$ cat src/rtl/audio_dac_serializer.sv
// WM8731 DAC transmit path: stereo-pair FIFO feeding a left-justified serialiser
// that is timed by the codec-mastered BCLK/LRCK, all in the CLOCK_50 domain.
module audio_dac_serializer #(
  parameter int DATA_WIDTH = 24,
  parameter int FIFO_DEPTH = 4
) (
  input  logic                          CLOCK_50,
  input  logic                          reset_n,
  input  logic                          write,
  input  logic [DATA_WIDTH-1:0]         writedata_left,
  input  logic [DATA_WIDTH-1:0]         writedata_right,
  output logic                          write_ready,
  output logic [$clog2(FIFO_DEPTH):0]   fifo_level,
  output logic                          underflow,
  input  logic                          AUD_BCLK,
  input  logic                          AUD_DACLRCK,
  output logic                          AUD_DACDAT
);
  localparam int PW = $clog2(FIFO_DEPTH);
  localparam int LW = PW + 1;
  localparam int CW = $clog2(DATA_WIDTH + 1);

  typedef enum logic [1:0] {WAIT_SYNC, LEFT, RIGHT} state_t;

  logic [2:0]              r_bclk_sync;
  logic [2:0]              r_lrck_sync;
  logic                    r_lrck_cur, r_lrck_prev;
  logic [1:0]              r_ev;
  logic [2*DATA_WIDTH-1:0] r_mem [FIFO_DEPTH];
  logic [PW-1:0]           r_wptr, r_rptr;
  logic [LW-1:0]           r_level;
  logic                    r_wready;
  state_t                  r_state;
  logic [DATA_WIDTH-1:0]   r_shift, r_hold;
  logic [CW-1:0]           r_cnt;
  logic                    r_dacdat, r_underflow;

  logic                    w_bfall, w_rise, w_fall, w_empty, w_push, w_pop;
  logic [LW-1:0]           w_level_nxt;
  logic [DATA_WIDTH-1:0]   w_pop_l, w_pop_r;

  // Falling BCLK seen between sync stage 1 and the delay stage.
  assign w_bfall = r_bclk_sync[2] & ~r_bclk_sync[1];
  assign w_rise  = r_ev[1] & ~r_lrck_prev &  r_lrck_cur;
  assign w_fall  = r_ev[1] &  r_lrck_prev & ~r_lrck_cur;
  assign w_empty = (r_level == '0);
  assign w_push  = write & r_wready;
  assign w_pop   = w_rise & ~w_empty;
  assign w_level_nxt = r_level + LW'(w_push) - LW'(w_pop);
  assign {w_pop_l, w_pop_r} = r_mem[r_rptr];

  // LRCK resets high so a release mid-left-channel cannot fake a 0->1 edge.
  always_ff @(posedge CLOCK_50) begin
    if (!reset_n) begin
      r_bclk_sync <= '0;
      r_lrck_sync <= '1;
      r_lrck_cur  <= 1'b1;
      r_lrck_prev <= 1'b1;
      r_ev        <= '0;
    end else begin
      r_bclk_sync <= {r_bclk_sync[1:0], AUD_BCLK};
      r_lrck_sync <= {r_lrck_sync[1:0], AUD_DACLRCK};
      r_ev        <= {r_ev[0], w_bfall};
      if (r_ev[0]) begin
        r_lrck_prev <= r_lrck_cur;
        r_lrck_cur  <= r_lrck_sync[2];
      end
    end
  end

  always_ff @(posedge CLOCK_50) begin
    if (w_push) r_mem[r_wptr] <= {writedata_left, writedata_right};
  end

  always_ff @(posedge CLOCK_50) begin
    if (!reset_n) begin
      r_wptr   <= '0;
      r_rptr   <= '0;
      r_level  <= '0;
      r_wready <= 1'b0;
    end else begin
      if (w_push) r_wptr <= r_wptr + PW'(1);
      if (w_pop)  r_rptr <= r_rptr + PW'(1);
      r_level  <= w_level_nxt;
      r_wready <= (w_level_nxt != LW'(FIFO_DEPTH));
    end
  end

  // Every transition drives the new word's MSB on the same bfall, so the
  // counter is loaded with the bits still remaining after that one.
  always_ff @(posedge CLOCK_50) begin
    if (!reset_n) begin
      r_state     <= WAIT_SYNC;
      r_shift     <= '0;
      r_hold      <= '0;
      r_cnt       <= '0;
      r_dacdat    <= 1'b0;
      r_underflow <= 1'b0;
    end else if (r_ev[1]) begin
      if (w_rise) begin
        r_state <= LEFT;
        r_cnt   <= CW'(DATA_WIDTH - 1);
        if (w_empty) begin
          r_dacdat    <= 1'b0;
          r_shift     <= '0;
          r_hold      <= '0;
          r_underflow <= 1'b1;
        end else begin
          r_dacdat <= w_pop_l[DATA_WIDTH-1];
          r_shift  <= w_pop_l << 1;
          r_hold   <= w_pop_r;
        end
      end else if (w_fall && r_state == LEFT) begin
        r_state  <= RIGHT;
        r_cnt    <= CW'(DATA_WIDTH - 1);
        r_dacdat <= r_hold[DATA_WIDTH-1];
        r_shift  <= r_hold << 1;
      end else if (r_state != WAIT_SYNC && r_cnt != '0) begin
        r_dacdat <= r_shift[DATA_WIDTH-1];
        r_shift  <= r_shift << 1;
        r_cnt    <= r_cnt - CW'(1);
      end else begin
        r_dacdat <= 1'b0;
      end
    end
  end

  assign write_ready = r_wready;
  assign fifo_level  = r_level;
  assign underflow   = r_underflow;
  assign AUD_DACDAT  = r_dacdat;
endmodule
$ cat config.mk
export PLATFORM = sky130hd
export DESIGN_NAME = audio_dac_serializer
export DESIGN_NICKNAME = d
export VERILOG_FILES = /design/src/rtl/audio_dac_serializer.sv
export SDC_FILE = /design/constraint.sdc
export NUM_CORES = 1
export LEC_CHECK = 0
export BUFFER_PORTS_ARGS = -buffer_cell sky130_fd_sc_hd__buf_2
export CAP_MARGIN = 10
export CORE_MARGIN = 2
export CORE_UTILIZATION = 30
export DETAILED_ROUTE_END_ITERATION = 12
export PLACE_DENSITY = 0.53
export REMOVE_ABC_BUFFERS = 1
export SETUP_SLACK_MARGIN = 0.1
export SKIP_CTS_REPAIR_TIMING = 1
export SLEW_MARGIN = 25
export SYNTH_ARGS = -nofsm -noshare
export SYNTH_HDL_FRONTEND = slang
export SYNTH_SLANG_ARGS = --single-unit
$ cat constraint.sdc
create_clock -name CLOCK_50 -period 6.5 [get_ports CLOCK_50]
set_clock_uncertainty 0.2 [all_clocks]
set_input_delay 1.3 -clock CLOCK_50 [delete_from_list [all_inputs] [get_ports CLOCK_50]]
set_output_delay 1.3 -clock CLOCK_50 [all_outputs]
set_load 0.005 [all_outputs]
==> summary.md <==
| Metric | Value |
|---|---|
| Outcome | `complete, no violations` |
| IO Port Bufs | `58` |
| Int Pwr | `2.96 mW` |
| Comb power frac | `slightly below 3%` |
| Die width | `190 um` |
| Final setup TNS | `0 ns` |
| Antenna diodes | `0` |
| Sequential element share of the synthesized area | `between 70% and 80%` |
| GRT busiest layer | `met2` |
| Top Family by Delay on Critical Path | `simple AND/OR/NAND/NOR gates` |
| Max Cap Viol | `0` |
| Pwr dens | `306 nW/um2` |
| GRT overflow | `0` |
| Antenna Nets Post-Route | `0` |
| CP peak stage delay | `0.77 ns` |
| First-pass GRT wire length | `32.3 mm` |
| Slew Viols, Final | `0` |
| CP bufs+invs | `2` |
| Post-layout nets | `745` |
| Count of different cell masters after synthesis | `40` |
| Synthesized area | `about 10,000 um2` |
| Detailed Routing Iterations Pass 1 | `5` |
| Syn Area/Cell | `16.3 um2` |
| Min-Delay Path Class | `reg -> reg` |
| Share of cells above drive strength 1 | `24.9%` |
| Most common cell after layout, fill and taps aside | `edfxtp_1` |
| Row Count | `68` |
| Total wire length | `~20 mm` |
| Clock sinks | `268` |
| Flop pwr share | `51.0%` |
| Post-synth top area cell | `edfxtp_1` |
| Crit Path Max Fanout | `54` |
| Critical Path AT | `3.57 ns` |
| Longest Clk Path Bufs | `3` |
| Total CTS buffers | `29` |
| Met2 usage | `18.9%` |
| Vias per inst | `4.68` |
| Number of synthesized flops with an enable pin | `192` |
| Post-Synthesis Cells | `635` |
| Vias in the first global route | `5,602` |
| Psw | `737 uW` |
| DRC Markers | `0` |
| Most frequent cells in the layout | `192 x edfxtp_1, 74 x dfxtp_1, 58 x buf_2` |
| Multi-input logic area | `around 2800 um2` |
| Leakage power | `4.04 nW` |
| GR Layer Usage met1 | `15.2%` |
| Crit-path cells | `buf_4 -> and3b_1 -> and2_2 -> ha_1 -> inv_1 -> ha_1 -> fa_1 -> xnor2_1 -> xnor2_1 -> a21boi_0` |
| Power share of the clock group | `between 40% and 50%` |
| Worst Tran Pin Value | `0.962 ns` |
| RSZ-0062 raised after global routing | `false` |
| Post-synth top area share | `55.6%` |
| Switching Share | `19.9%` |
| Post-DP HPWL | `~11 mm` |
| Clock latency on the worst-skew pair | `0.55 ns` |
| Clk root buf | `clkbuf_16` |
| WL/cell | `17.4 um` |
| CP max stage cell | `and2_2` |
| # IOs | `59` |
| Synth async-reset ratio | `0%` |
| Routability Congestion | `0.674` |
| Final hold violation count | `0` |
| Vias | `5,439` |
| VDD IR max | `186 uV` |
| Final min period | `3.35 ns` |
| Crit start category | `register` |
| Fmax | `299 MHz` |
| TritonCTS clock tree | `built` |
| Die area | `36,100 um2` |
| Final WS setup | `3.15 ns` |
| Most used DFF post-synth | `edfxtp_1` |
| Area Growth Syn to Fin | `16.5%` |
| Critical Path RT | `around 6.7 ns` |
| Grt met3 use | `around 2.5%` |
| Area of the core | `34,300 um2` |
| Global Route Usage Sum | `11.4%` |
| Largest net degree at the start of global routing | `76` |
| Reg clk slew, reported paths | `~0.060 ns` |
| Part of the cycle the worst path needs | `between 50% and 60%` |
| Filler cells | `approximately 3.3k` |
| Die Height | `190 um` |
| CP Class | `reg -> reg` |
| Syn. warnings | `0` |
| DRT iter0 DRCs | `387` |
| Final Setup Violations | `0` |
| Register area | `7290 um2` |
| Place WS | `3.04 ns` |
| Initial antenna violation count | `1` |
| Top post-synthesis cells by area | `edfxtp_1 56%, dfxtp_1 15%, mux4_2 10%, a21boi_0 1.8%, a22oi_1 1.8%` |
| Slew margin rel. | `35.8%` |
| Synth Register Bits | `roughly 270` |
| H-tree depth | `1` |
| Initial core utilization | `30.3%` |
| Worst Setup End Kind | `register` |
sequential cells by signal (all words and copies together), names as in the netlist, named ones only:
register and count:
r_bclk_sync 3, AUD_DACDAT 1, r_wptr 2, r_lrck_sync 3, underflow 1, r_rptr 2
write_ready 1, r_shift 23, r_hold 24, r_lrck_prev 1, r_lrck_cur 1, fifo_level 3
r_ev 2, r_cnt 5, r_mem 192, r_state 2
synthesized netlist by cell type, types with 2 or more instances:
library cell and n:
and2_1 12, inv_1 7, nor3_1 2, clkbuf_1 33, xnor2_1 6, buf_2 9
nand2b_1 3, nand4_1 3, nand3_1 2, dfxtp_1 76, mux4_2 48, nand2_1 29
a22oi_1 25, edfxtp_1 192, a21boi_0 25, nor2b_1 27, and3_1 28, o31ai_1 23
a31oi_1 23, o21ai_0 25, o21a_1 3, a21oi_1 2, and3b_1 2, mux2i_1 3
ha_1 7, buf_6 5, nor2_1 2
cell type report:
type                       count  area share [%]
tap                          455            4.71
clock buffer                  38            6.70
timing repair buffer          67            2.96
sequential                   268            60.3
inverter                       7           0.217
multi-input combinational    311            23.4
clock inverter                16            1.68
stage by stage:
stage | std cells | hold slack (ns) | area [um2] | util, % | power [mW]
after floorplan | 586 | 0.186 | 10100 | - | 1.97
after global placement | 1108 | 0.203 | 11100 | 32.3 | 2.03
after detailed placement | 1108 | 0.206 | 11100 | 32.3 | 2.03
after CTS | 1162 | 0.228 | 12100 | 35.3 | 3.76
after global routing | 1162 | 0.249 | 12100 | 35.3 | 3.83
final | 1162 | 0.220 | 12100 | 35.3 | 3.69
power by group through the flow:
stage	sequential [mW]	combinational, mW	clock [mW]
floorplan	1.92	0.0502	0
global placement	1.92	0.111	0
detailed placement	1.92	0.112	0
global route	1.89	0.121	1.82
finish	1.88	0.108	1.70
CTS	1.88	0.113	1.76
kinds of logic after synthesis:
group                      Yosys count  synth area share, %
AOI/OAI and AO/OA                  129                 8.44
muxes                               51                 10.7
adders and majority gates            8                 1.04
and+or+nand+nor                    116                 6.43
buffers and inverters               56                 2.53
DFF                                268                 70.3
xor gates and xnor gates             7                0.591
routing by layer:
layer	wire [um]	vias to the layer above	part of all wire, %
met5	14	-	0.069
met4	383	2	1.9
met3	893	30	4.4
met2	9900	94	49
met1	9060	2723	45
li1	-	2590	-
final timing paths:
| kind | from | endpoint | slack, ns | cells past startpoint |
|---|---|---|---|---|
| worst max-delay path | r_ev[1] | write_ready | 3.15 | 10 |
| worst min-delay path | r_lrck_sync[1] | r_lrck_sync[2] | 0.22 | 1 |
| worst max register to register | r_ev[1] | write_ready | 3.15 | 10 |
| worst min register to register | r_lrck_sync[1] | r_lrck_sync[2] | 0.22 | 1 |
worst reg2reg max path, cell delays in order, from the launching register on:
cell and delay [ns]:
dfxtp_1 0.30, buf_4 0.39, and3b_1 0.27, and2_2 0.77, ha_1 0.23, inv_1 0.05, ha_1 0.19, fa_1 0.38
xnor2_1 0.19, xnor2_1 0.15, a21boi_0 0.10
Power figures use the tool's default switching activity.
